## src/rtl/prog_mem_port_arbiter.sv

```systemverilog
// ============================================================================
//  Module   : prog_mem_port_arbiter
//  Purpose  : Shares one single-port synchronous program memory between the
//             instruction-fetch requester and the data load/store requester.
//             Data wins by default. A saturating starvation counter hands the
//             port to fetch after STARVE_MAX consecutive denied fetch cycles.
//             Read data returns exactly one cycle after the grant.
//  Ports    :
//    clk, reset                 clock (rising edge), async active-high reset
//    if_req/if_addr             fetch request and byte address
//    if_gnt                     fetch accepted this cycle (combinational)
//    if_rvalid/if_rdata/if_err  fetch response, one cycle after grant
//    d_req/d_we/d_addr/d_wdata/d_be  data request (load or store)
//    d_gnt                      data accepted this cycle (combinational)
//    d_rvalid/d_rdata           data response or store ack, one cycle later
//    mem_en/mem_we/mem_be/mem_idx/mem_wdata  memory drive, same cycle as grant
//    mem_rdata                  memory read data, one cycle after a read
//  Revision : 1.0  initial release
// ============================================================================
`default_nettype none

module prog_mem_port_arbiter #(
  parameter int MEM_WORDS  = 1024,
  parameter int IDX_W      = 10,
  parameter int STARVE_MAX = 4
) (
  input  logic             clk,
  input  logic             reset,
  input  logic             if_req,
  input  logic [31:0]      if_addr,
  output logic             if_gnt,
  output logic             if_rvalid,
  output logic [31:0]      if_rdata,
  output logic             if_err,
  input  logic             d_req,
  input  logic             d_we,
  input  logic [31:0]      d_addr,
  input  logic [31:0]      d_wdata,
  input  logic [3:0]       d_be,
  output logic             d_gnt,
  output logic             d_rvalid,
  output logic [31:0]      d_rdata,
  output logic             mem_en,
  output logic             mem_we,
  output logic [3:0]       mem_be,
  output logic [IDX_W-1:0] mem_idx,
  output logic [31:0]      mem_wdata,
  input  logic [31:0]      mem_rdata
);

  localparam logic [3:0]       STARVE_LIM = 4'(STARVE_MAX);
  localparam logic [IDX_W-1:0] IDX_MASK   = IDX_W'(MEM_WORDS - 1);

  // Identifies which requester (and what kind of access) owns the response
  // slot in the cycle after a grant.
  typedef enum logic [2:0] {
    TAG_NONE      = 3'd0,
    TAG_FETCH     = 3'd1,
    TAG_FETCH_ERR = 3'd2,
    TAG_LOAD      = 3'd3,
    TAG_STORE     = 3'd4
  } resp_tag_t;

  resp_tag_t  resp_tag, resp_tag_nxt;
  logic [3:0] starve_cnt, starve_cnt_nxt;
  logic       force_fetch;
  logic       if_misaligned;

  // Address bits outside the word index are intentionally ignored, so
  // accesses wrap modulo MEM_WORDS.
  logic unused_addr_bits;
  assign unused_addr_bits = ^{d_addr[31:IDX_W+2], d_addr[1:0], if_addr[31:IDX_W+2]};

  always_ff @(posedge clk or posedge reset) begin
    if (reset) begin
      resp_tag   <= TAG_NONE;
      starve_cnt <= 4'd0;
    end else begin
      resp_tag   <= resp_tag_nxt;
      starve_cnt <= starve_cnt_nxt;
    end
  end

  always_comb begin
    force_fetch    = (starve_cnt == STARVE_LIM);
    if_misaligned  = (if_addr[1:0] != 2'b00);

    // Grants are held low while reset is asserted so every output is 0 in
    // the same cycle the reset arrives, not just after the next edge.
    d_gnt          = !reset && d_req && !(force_fetch && if_req);
    if_gnt         = !reset && if_req && !d_gnt;

    starve_cnt_nxt = 4'd0;
    if (if_req && !if_gnt) begin
      starve_cnt_nxt = force_fetch ? STARVE_LIM : starve_cnt + 4'd1;
    end

    mem_en       = 1'b0;
    mem_we       = 1'b0;
    mem_be       = 4'h0;
    mem_idx      = '0;
    mem_wdata    = 32'h0;
    resp_tag_nxt = TAG_NONE;

    if (d_gnt) begin
      mem_en       = 1'b1;
      mem_we       = d_we;
      mem_be       = d_we ? d_be : 4'hF;
      mem_idx      = d_addr[IDX_W+1:2] & IDX_MASK;
      mem_wdata    = d_we ? d_wdata : 32'h0;
      resp_tag_nxt = d_we ? TAG_STORE : TAG_LOAD;
    end else if (if_gnt) begin
      // A misaligned fetch is accepted but never touches the memory; it is
      // answered with an error response instead.
      mem_en       = !if_misaligned;
      mem_be       = 4'hF;
      mem_idx      = if_addr[IDX_W+1:2] & IDX_MASK;
      resp_tag_nxt = if_misaligned ? TAG_FETCH_ERR : TAG_FETCH;
    end

    if_rvalid = (resp_tag == TAG_FETCH) || (resp_tag == TAG_FETCH_ERR);
    if_err    = (resp_tag == TAG_FETCH_ERR);
    if_rdata  = (resp_tag == TAG_FETCH) ? mem_rdata : 32'h0;
    d_rvalid  = (resp_tag == TAG_LOAD) || (resp_tag == TAG_STORE);
    d_rdata   = (resp_tag == TAG_LOAD) ? mem_rdata : 32'h0;
  end

endmodule

`default_nettype wire

```

## config.mk

```make
export PLATFORM = sky130hd
export DESIGN_NAME = prog_mem_port_arbiter
export DESIGN_NICKNAME = d
export VERILOG_FILES = /design/src/rtl/prog_mem_port_arbiter.sv
export SDC_FILE = /design/constraint.sdc
export NUM_CORES = 1
export LEC_CHECK = 0
export CAP_MARGIN = 20
export CORE_AREA = 4 4 96 98
export CTS_CLUSTER_SIZE = 8
export DETAILED_ROUTE_END_ITERATION = 6
export DIE_AREA = 0 0 100 102
export PLACE_DENSITY = 0.66
export SKIP_LAST_GASP = 1
export SYNTH_ARGS = -nofsm -noshare
export SYNTH_HDL_FRONTEND = slang
export SYNTH_SLANG_ARGS = --single-unit
export TNS_END_PERCENT = 100
```

## constraint.sdc

```tcl
create_clock -name clk -period 5.1 [get_ports clk]
set_input_delay 1.275 -clock clk [delete_from_list [all_inputs] [get_ports clk]]
set_output_delay 1.275 -clock clk [all_outputs]
set_load 0.01 [all_outputs]
```

# Word level (Yosys, flattened, before mapping)
# Index checks and enable logic that the tools add are counted.
# Widths: inputs -> output; s select.
# word_totals
in_bits	137
out_inout_bits	117
regBits	7
# op_classes
n_reduce_logical	14
add_sub_neg	1
eq_ne	5
mux	18
# ops
op	count
$mux 32	4
$mux 10	2
$mux 4	5
$eq 3x2->1 const B	2
$logic_and 1x1->1	6
$mux 3	2
$logic_not 1->1	5
$add 4x1->4 const B	1
$eq 4x3->1 const B	1
$mux 2	2
$eq 3x1->1 const B	1
$eq 3x3->1 const B	1
$mux 1	3
$logic_or 1x1->1	2
$reduce_bool 2->1	1

# Logic depth before layout (Yosys ltp)
# depth
depth_word	9
depth_mapped	7

# Worst setup path before layout
# Ideal clock, no wire load.
# synth_timing
path_type	input port to output port
from	in if_req
to	out mem_idx[0]
path_buffers	1
t_arrival_ns	2.194
cell_stages	5
path_slack_ns	1.631
cell_sequence	and4b_4 or3_4 clkinv_4 buf_12 a22o_1
# synth_via
elab_chain_cells	7
word_cells_on_any_way	8
# synth_lines
item	line	rtl
start: declaration	29	input logic if_req,
$logic_and 1x1->1 (*)	90	d_gnt = !reset && d_req && !(force_fetch && if_req);
$logic_not 1->1 (*)	90	
$logic_and 1x1->1 (*)	90	
net d_gnt	40	output logic d_gnt,
$logic_not 1->1	91	if_gnt = !reset && if_req && !d_gnt;
$logic_and 1x1->1	91	
$mux 10	112	end else if (if_gnt) begin
$mux 10 (*)	105	if (d_gnt) begin
end: declaration	46	output logic [IDX_W-1:0] mem_idx,
# The timed path passes the listed nets; every way through them passes the cells marked *.

# Worst setup path after layout
# layout_timing
from	in if_req
to	out mem_idx[9]
# layout_via
elab_chain_cells	7
word_cells_on_any_way	8
# layout_lines
item	line
$logic_and 1x1->1	90
$logic_not 1->1	90
$logic_and 1x1->1	90
$logic_not 1->1	91
$logic_and 1x1->1	91
$mux 10	112
$mux 10 (*)	105
# Mark *: on every way between the ends. The rest lies on a longest branch, timed or not.

==> flow_metrics.env <==
export IMPL_rrSetupSlack_ps=3390
export IMPL_die_area_um2=10200
export IMPL_numCtsBuffers=3
export IMPL_synthesis_nets=308
export IMPL_finalCriticalPeriod_ps=4560
export IMPL_synth_edf_count=0
export IMPL_finalSetupViolations=0
export IMPL_finalPower_uw=331
export IMPL_endpoint_kind="output pin"
export IMPL_ant_nets=0
export IMPL_rsz0062_at_grt="false"
export IMPL_holdPathStages=1
export IMPL_cap_violations=0
export IMPL_cts_sinks=7
export IMPL_routed_wl_um=6640
export IMPL_netlist_area_um2=1230
export IMPL_cp_data_required_time_ps=3830
export IMPL_drive_above_1_share=0.0372
export IMPL_finalNetCount=516
export IMPL_num_rows=34
export IMPL_synth_most_common_cell="and2_1"
export IMPL_register_area_um2=175
export IMPL_syn_instance_count=169
export IMPL_seq_area_frac_synth=0.142
export IMPL_hp_start="starve_cnt[0]"
export IMPL_hold_buffers=0
export IMPL_fin_tns_setup_ps=0
export IMPL_cts_resized=0
export IMPL_root_buffer="clkbuf_8"
export IMPL_p_leak_nw=1.39
export IMPL_clockBufferDepth=2
export IMPL_ys_types=30
export IMPL_design_area_um2=3490
export IMPL_final_max_slew_viol_count=0
export IMPL_nFillCells=843
export IMPL_async_reset_ff_frac=1.00
export IMPL_synth_common_cells="96 x and2_1, 11 x a22o_1, 8 x clkbuf_1"
export IMPL_via_per_inst=4.10
export IMPL_antenna_found_initial=0
export IMPL_grt_pass1_wl_um=9420
export IMPL_multiInputGateArea_um2=965
export IMPL_diodes=0
export IMPL_arrival_ps=3280
export IMPL_cp_max_fo=13
export IMPL_worst_pin_slew_ps=839
export IMPL_critPathKind="in -> out"
export IMPL_gr_total_overflow=0
export IMPL_ys_seq_elements=7
export IMPL_firstDrtPassIters=4
export IMPL_coreArea_um2=8470
export IMPL_dp_hpwl_um=5880
export IMPL_wire_per_inst_um=13.7
export IMPL_post_route_period_util=0.893
export IMPL_drc_errors=0
export IMPL_drtIter0Drc=19
export IMPL_hold_class="reg -> reg"
export IMPL_syn2layout_area_growth_pct=184
export IMPL_io_pins=254
export IMPL_grt_usage=0.114
export IMPL_die_h_um=102
export IMPL_r2r_end="resp_tag[0]"
export IMPL_h_tree_depth=1
export IMPL_status="complete, no violations"
export IMPL_avgSynthCellArea_um2=7.28
export IMPL_finalHoldViolCount=0
export IMPL_max_slew_margin=0.441
export IMPL_place_area_um2=3440
export IMPL_ir_drop_uv=53.1
export IMPL_portBuffers=211
export IMPL_synth_largest_area_cell="and2_1"
export IMPL_die_width_um=100
export IMPL_clkSlewWorstSetupHoldPaths_ps=40
export IMPL_startpoint_type="primary input"
export IMPL_first_global_vias=1950
export IMPL_post_cts_setup_buffers=0
export IMPL_fmax_mhz=219
export IMPL_cts_tree="built"
export IMPL_synth_warnings=0
export IMPL_grt_max_degree=34
export IMPL_dr_total_vias=1986
export IMPL_r2r_cells=6
export IMPL_hold_path_end="starve_cnt[0]"
export IMPL_r2r_start="starve_cnt[0]"
export IMPL_clk_insertion_delay_late_ps=220
export IMPL_gp_congestion=0.727
export IMPL_power_density_nw_per_um2=95.0
export IMPL_synth_area_leaders="and2_1 49%, dfrtp_1 14%, a22o_1 7.8%, clkbuf_1 2.4%, nor2_1 2.1%"
export IMPL_floorplan_initialDensity=0.145
export IMPL_yosysTopAreaCellShare=0.488
export IMPL_skew_ps=2.63
export IMPL_synth_ff_type="dfrtp_1"
==> kinds of logic after synthesis <==
logic type | after synthesis | share of synthesized area
AND/OR/NAND/NOR | 118 | 0.612
AO/OA/AOI/OAI | 22 | 0.139
buffers and inverters | 19 | 0.0773
flip-flops | 7 | 0.142
adder cells (fa/ha/maj) | 2 | 0.0203
multiplexers | 1 | 0.00814
==> registers in the layout, indices dropped and copies added (netlist names) <==
| signal | count |
|---|---|
| resp_tag | 3 |
| starve_cnt | 4 |
==> cell usage in the layout (no fill, tap or decap), types with 2 or more instances in the layout <==
cell type and instances:
and2_1 96, nor2_1 7, clkdlybuf4s50_1 211, a21o_1 2
clkbuf_8 3, o21ai_0 5, buf_4 3, dfrtp_1 7
and3b_1 2, inv_1 6, nand3_1 2, a22o_1 11
ha_1 2
==> final cells by class <==
cell class	count	area share
inverter	8	0.0100
tap	108	0.0387
clock buffer	4	0.0129
timing repair buffer	214	0.612
multi-input combinational	143	0.276
sequential	7	0.0502
==> critical path, cell delays in order <==
cell and delay, ps:
clkdlybuf4s50_1 520, and4b_4 280, or3_4 380, clkinv_4 120, a22o_1 150, clkdlybuf4s50_1 550
==> per-layer routing <==
metal	GRT usage	vias up	wire [um]
li1	-	962	-
met1	0.100	877	2080
met2	0.237	143	3570
met3	0.0505	4	948
met4	0.0218	0	41
met5	0	-	0
==> how the worst max path moves through the flow <==
stage | depth (start not counted) | start | slack, ps | endpoint
after global routing | 6 | d_req | 390 | mem_wdata[20]
after CTS | 6 | if_req | 500 | mem_wdata[20]
final | 6 | if_req | 540 | mem_idx[9]
after detailed placement | 6 | if_req | 500 | mem_wdata[20]
after global placement | 6 | if_req | 520 | mem_wdata[20]
after floorplan | 5 | if_req | 1630 | mem_idx[0]
==> where the power goes <==
| part | switching, mW | leakage, nW | internal, mW |
|---|---|---|---|
| combinational | 0.0640 | 1.27 | 0.129 |
| clock | 0.0228 | 0.0228 | 0.0540 |
| sequential | 0.00294 | 0.0940 | 0.0586 |
==> metrics by stage <==
stage               setup slack [ps]  cells  hold slack (ps)  utilization
floorplan                       1630    169              460            -
global placement                 517    480              488        0.407
detailed placement               504    480              503        0.407
CTS                              502    484              508        0.412
global route                     393    484              525        0.412
finish                           544    484              512        0.412
(Power assumes the default switching activity.)
